### src/rtl/ysyx_25040101_exu_result_stage.sv
// Execute-stage back end: resolves SLT/SLTU/branch/jump results from the ALU
// and carries them through a 2-entry skid buffer toward LSU/WBU, with a PC redirect pulse to the IFU.
module ysyx_25040101_exu_result_stage #(
    parameter int unsigned RD_W = 5,
    parameter int unsigned PC_W = 32
) (
    input  logic            clock,
    input  logic            reset,
    input  logic            flush_i,
    input  logic            in_valid_i,
    output logic            in_ready_o,
    input  logic [31:0]     alu_result_i,
    input  logic            borrow_i,
    input  logic            sub_overflow_i,
    input  logic [1:0]      res_sel_i,
    input  logic [2:0]      br_op_i,
    input  logic            is_branch_i,
    input  logic            is_jal_i,
    input  logic            is_jalr_i,
    input  logic [PC_W-1:0] pc_i,
    input  logic [PC_W-1:0] imm_i,
    input  logic [RD_W-1:0] rd_i,
    input  logic            rd_wen_i,
    output logic            out_valid_o,
    input  logic            out_ready_i,
    output logic [31:0]     wb_data_o,
    output logic [RD_W-1:0] rd_o,
    output logic            rd_wen_o,
    output logic            redirect_valid_o,
    output logic [PC_W-1:0] redirect_pc_o,
    output logic            misalign_o
);

    localparam int unsigned XLEN = 32;

    typedef struct packed {
        logic [XLEN-1:0] data;
        logic [RD_W-1:0] rd;
        logic            wen;
    } entry_t;

    entry_t          main_q, main_d, skid_q, skid_d, new_entry;
    logic            main_valid_q, main_valid_d;
    logic            skid_valid_q, skid_valid_d;
    logic            in_ready_q, in_ready_d;
    logic            redir_valid_q, redir_valid_d;
    logic [PC_W-1:0] redir_pc_q, redir_pc_d;
    logic            misalign_q, misalign_d;

    logic            eq, lt, ltu, br_cond, is_cond, taken;
    logic            in_fire, out_fire;
    logic [PC_W-1:0] target;

    // Decode the incoming ALU entry: result select, branch outcome, target
    always_comb begin
        eq      = (alu_result_i == '0);
        lt      = alu_result_i[31] ^ sub_overflow_i;
        ltu     = borrow_i;
        br_cond = 1'b0;
        case (br_op_i)
            3'b000:  br_cond = eq;
            3'b001:  br_cond = ~eq;
            3'b100:  br_cond = lt;
            3'b101:  br_cond = ~lt;
            3'b110:  br_cond = ltu;
            3'b111:  br_cond = ~ltu;
            default: br_cond = 1'b0;
        endcase
        // JALR beats JAL beats branch when several flags are raised
        is_cond = is_branch_i & ~is_jal_i & ~is_jalr_i;
        taken   = is_jalr_i | is_jal_i | (is_cond & br_cond);
        target  = is_jalr_i ? PC_W'(alu_result_i & ~32'h1) : PC_W'(pc_i + imm_i);

        new_entry.data = alu_result_i;
        case (res_sel_i)
            2'd1:    new_entry.data = {31'b0, lt};
            2'd2:    new_entry.data = {31'b0, ltu};
            2'd3:    new_entry.data = XLEN'(pc_i + PC_W'(4));
            default: new_entry.data = alu_result_i;
        endcase
        new_entry.rd  = rd_i;
        new_entry.wen = rd_wen_i & ~is_cond;
    end

    assign in_fire  = in_valid_i & in_ready_q & ~flush_i;
    assign out_fire = main_valid_q & out_ready_i;

    // Skid buffer next state; in_fire with a draining, full skid cannot happen
    always_comb begin
        main_d        = main_q;
        skid_d        = skid_q;
        main_valid_d  = main_valid_q;
        skid_valid_d  = skid_valid_q;
        redir_valid_d = in_fire & taken;
        redir_pc_d    = redir_pc_q;
        misalign_d    = 1'b0;

        if (in_fire && taken) begin
            redir_pc_d = target;
            misalign_d = (target[1:0] != 2'b00);
        end

        if (flush_i) begin
            main_valid_d = 1'b0;
            skid_valid_d = 1'b0;
        end else if (out_fire) begin
            if (skid_valid_q) begin
                main_d       = skid_q;
                skid_valid_d = 1'b0;
            end else if (in_fire) begin
                main_d = new_entry;
            end else begin
                main_valid_d = 1'b0;
            end
        end else if (in_fire) begin
            if (!main_valid_q) begin
                main_d       = new_entry;
                main_valid_d = 1'b1;
            end else begin
                skid_d       = new_entry;
                skid_valid_d = 1'b1;
            end
        end
        in_ready_d = ~skid_valid_d;
    end

    always_ff @(posedge clock) begin
        if (reset) begin
            main_q        <= '0;
            skid_q        <= '0;
            main_valid_q  <= 1'b0;
            skid_valid_q  <= 1'b0;
            in_ready_q    <= 1'b1;
            redir_valid_q <= 1'b0;
            redir_pc_q    <= '0;
            misalign_q    <= 1'b0;
        end else begin
            main_q        <= main_d;
            skid_q        <= skid_d;
            main_valid_q  <= main_valid_d;
            skid_valid_q  <= skid_valid_d;
            in_ready_q    <= in_ready_d;
            redir_valid_q <= redir_valid_d;
            redir_pc_q    <= redir_pc_d;
            misalign_q    <= misalign_d;
        end
    end

    assign in_ready_o       = in_ready_q;
    assign out_valid_o      = main_valid_q;
    assign wb_data_o        = main_q.data;
    assign rd_o             = main_q.rd;
    assign rd_wen_o         = main_q.wen;
    assign redirect_valid_o = redir_valid_q;
    assign redirect_pc_o    = redir_pc_q;
    assign misalign_o       = misalign_q;

endmodule

### config.mk
export PLATFORM = sky130hd
export DESIGN_NAME = ysyx_25040101_exu_result_stage
export DESIGN_NICKNAME = d
export VERILOG_FILES = /design/src/rtl/ysyx_25040101_exu_result_stage.sv
export SDC_FILE = /design/constraint.sdc
export NUM_CORES = 1
export LEC_CHECK = 0
export BUFFER_PORTS_ARGS = -buffer_cell sky130_fd_sc_hd__buf_2
export CORE_ASPECT_RATIO = 1.25
export CORE_UTILIZATION = 35
export CTS_BUF_LIST = sky130_fd_sc_hd__clkbuf_4 sky130_fd_sc_hd__clkbuf_8
export DETAILED_ROUTE_END_ITERATION = 8
export PLACE_DENSITY_LB_ADDON = 0.3
export SYNTH_ARGS = -nofsm -noshare
export SYNTH_HDL_FRONTEND = slang
export SYNTH_SLANG_ARGS = --single-unit
### constraint.sdc
create_clock -name clock -period 3.05 [get_ports clock]
set_input_delay 0.61 -clock clock [delete_from_list [all_inputs] [get_ports clock]]
set_output_delay 0.61 -clock clock [all_outputs]
set_load 0.03 [all_outputs]
==> impl_metrics.env <==
export IMPL_whs_ns=0.398
export IMPL_grt_overflow=0
export IMPL_fin_crit_sh_pct=92.2
export IMPL_crit_required_ns=3.40
export IMPL_max_clock_freq_mhz=356
export IMPL_tightest_slew_ns=0.894
export IMPL_hold_path_class="in -> reg"
export IMPL_finalSetupViolCount=0
export IMPL_worst_path_stages=12
export IMPL_drt_pass1_iter_count=5
export IMPL_status="completed"
export IMPL_grt_max_degree=77
export IMPL_yosysWarnings=0
export IMPL_cts_tree="built"
export IMPL_cp_top_family="compound AO/OA/AOI/OAI gates"
export IMPL_synth_edff_count=0
export IMPL_ctsRootBufferMaster="clkbuf_8"
export IMPL_synth_seq_area_share_pct=31.4
export IMPL_die_w_um=130
export IMPL_viasPerCell=5.39
export IMPL_dp_cells=1389
export IMPL_path_clk_slew_ns=0.08
export IMPL_yosys_top_cells_area="dfxtp_1 31%, nor2_1 8.3%, a211oi_1 6.9%"
export IMPL_io_pins=191
export IMPL_fin_nets=1288
export IMPL_multi_input_area_um2=4680
export IMPL_synth_compound_area_share_pct=27.1
export IMPL_insertion_delay_ns=0.45
export IMPL_drt_wl_total_um=24800
export IMPL_vdd_drop_max_v=0.000230
export IMPL_cp_cell_sequence="buf_2 -> ha_1 -> fa_1 -> a21o_1 -> a221oi_2 -> nor3_1 -> o21ai_0 -> buf_4 -> a21oi_1 -> o21a_1 -> o31a_1 -> a211oi_1"
export IMPL_slew_headroom_pct=40.4
export IMPL_synth_top_family_by_area="compound AO/OA/AOI/OAI gates"
export IMPL_grt_pass1_wl_um=38200
export IMPL_rsz0062_at_grt="no"
export IMPL_yosys_area_top_type="dfxtp_1"
export IMPL_place_gp_congestion=0.938
export IMPL_port_buffers=190
export IMPL_drv_slew=0
export IMPL_grt_pass1_vias=7049
export IMPL_cts_hold_buf=0
export IMPL_yosys_area_top_type_share_pct=31.4
export IMPL_cts_sinks=113
export IMPL_synth_async_sr_flop_share_pct=0
export IMPL_cp_data_arrival_time_ns=3.16
export IMPL_synth_fa_ha_area_share_pct=5.83
export IMPL_reg2reg_from="out_valid_o"
export IMPL_synth_net_count=1090
export IMPL_syn2layout_area_growth_pct=27.1
export IMPL_cp_slowest_cell="fa_1"
export IMPL_path_buf_inv=2
export IMPL_dp_hpwl_um=19100
export IMPL_power_w=0.00410
export IMPL_h_tree_depth=4
export IMPL_via_count=7678
export IMPL_dieArea_um2=21200
export IMPL_drt_iter0_drc=556
export IMPL_worstSetupPathType="in -> reg"
export IMPL_synthMuxAreaShare_pct=1.99
export IMPL_rows=58
export IMPL_clockBufferDepth=2
export IMPL_synth_xor_area_share_pct=6.31
export IMPL_critPathMaxFanout=3
export IMPL_max_cap_violations=0
export IMPL_fin_util_pct=45.5
export IMPL_hold_depth=3
export IMPL_max_stage_delay_ns=0.41
export IMPL_whs_endpoint="skid_q[5]"
export IMPL_ant_nets=0
export IMPL_syn_area_per_cell_um2=7.68
export IMPL_power_density_nw_per_um2=447
export IMPL_report_final_hold_viol_count=0
export IMPL_fill_cells=2157
export IMPL_end_kind="flop"
export IMPL_finalClockSkew_ns=0.0133
export IMPL_startpoint_type="input pin"
export IMPL_drc=0
export IMPL_syn_inst=940
export IMPL_layout_area_seq_um2=2260
export IMPL_worstHoldStart="rd_i[4]"
export IMPL_leakagePower_nw=3.88
export IMPL_routedWlPerCell_um=17.4
export IMPL_ys_seq_elements=113
export IMPL_coreArea_um2=20200
export IMPL_chipHeight_um=163
export IMPL_ys_flop_type="dfxtp_1"
export IMPL_synthDistinctLibCells=60
export IMPL_drive_gt1_share_pct=26.2
export IMPL_rrSetupSlack_ns=0.90
export IMPL_ctsResizeCount=0
export IMPL_worstReg2RegEnd="wb_data_o[24]"
export IMPL_syn_cell_area_um2=7220
export IMPL_antenna_found_initial=3
export IMPL_cts_made_buffers=17
export IMPL_post_cts_buffers=0
export IMPL_stdcell_count=1425
export IMPL_synth_simple_area_share_pct=23.1
export IMPL_fin_crit_ns=2.81
export IMPL_r2r_cells=4
export IMPL_grtUsageTotal_pct=23.8
export IMPL_initial_utilization_pct=35.8
## worst max-delay path by stage
stage	from	end	slack, ns
after global placement	pc_i[0]	redirect_pc_o[24]	-0.13
after floorplan	pc_i[0]	redirect_pc_o[24]	0.23
final	pc_i[0]	redirect_pc_o[24]	0.24
after global routing	pc_i[0]	redirect_pc_o[24]	0.14
after detailed placement	pc_i[0]	redirect_pc_o[24]	-0.19
after CTS	pc_i[0]	redirect_pc_o[24]	0.28
## report_power, final
part	internal (W)	leakage [nW]	total, W	switching (W)
Sequential	0.00154	0.920	0.00157	0.0000355
Combinational	0.000411	2.76	0.00107	0.000659
Clock	0.000745	0.194	0.00145	0.000710
Total	0.00269	3.88	0.00410	0.00140
## synthesized netlist by cell type, drive strengths merged, types with 6 or more instances
master	instances
a211oi	66
a21o	13
a21oi	76
a22oi	23
a311oi	15
a31oi	7
buf	10
clkbuf	56
dfxtp	113
ha	32
inv	15
mux2i	11
nand2	87
nand3	17
nand4	22
nor2	160
nor3	22
nor3b	7
nor4	12
o211ai	13
o21ai	43
o21bai	6
or3	7
xnor2	35
xor2	17
## metal layers
layer	vias up	wire length (um)	global-route usage (%)	share of wire, %
li1	3849	-	-	-
met1	3529	11200	30.7	45
met2	250	11700	38.0	47
met3	50	1190	4.24	4.8
met4	0	745	11.3	3.0
met5	-	0	0	0
## kinds of logic (layout without fill, tap and decap cells)
kind of cell,Yosys count,count (layout)
and+or+nand+nor,355,355
AOI/OAI and AO/OA,293,293
DFF,113,113
buffers and inverters,81,292
xor gates and xnor gates,52,52
adders and majority gates,33,33
muxes,13,13
other,0,4
## state kept, by name, summed over array words and instances (netlist names)
name / cells
rd_o: 5
skid_valid_q: 1
skid_q: 38
wb_data_o: 32
redirect_pc_o: 32
rd_wen_o: 1
misalign_o: 1
redirect_valid_o: 1
out_valid_o: 1
in_ready_o: 1
## cell type report
type / instances / area share (%)
Antenna cell: 4 / 0.109
Tap cell: 270 / 3.68
Sequential cell: 113 / 24.7
Multi-Input combinational cell: 746 / 51.0
Inverter: 15 / 0.614
Clock buffer: 18 / 2.63
Clock inverter: 14 / 1.72
Timing Repair Buffer: 245 / 15.6
## worst register-to-register path: stages, from the launching register on
cell	delay [ns]
dfxtp_1	0.51
nand2_1	0.16
a221o_2	0.69
a2111oi_0	0.53
nor4_1	0.10
## metrics by stage
stage / setup TNS, ns / setup slack [ns] / cell area (um2)
after CTS: 0 / 0.281 / 9160
after global placement: -0.341 / -0.133 / 8760
final: 0 / 0.238 / 9170
after detailed placement: -0.553 / -0.193 / 8760
after global routing: 0 / 0.136 / 9170
after floorplan: 0 / 0.231 / 7220
## cells in the final DEF (no fill, tap or decap), types with 13 or more instances in the layout
master / netlist / layout
a21oi_1: 75 / 75
inv_1: 15 / 15
nor2_1: 160 / 159
xor2_1: 17 / 17
nand2_1: 87 / 87
o211ai_1: 13 / 13
nand4_1: 19 / 19
dfxtp_1: 113 / 113
a311oi_1: 15 / 15
nor3_1: 21 / 20
o21ai_0: 43 / 43
nand3_1: 16 / 15
buf_4: 0 / 51
a21o_1: 13 / 13
clkbuf_8: 0 / 17
buf_2: 9 / 189
a211oi_1: 66 / 66
xnor2_1: 35 / 35
ha_1: 32 / 32
a22oi_1: 23 / 23
Note: power is estimated with default switching activity, not from simulation.
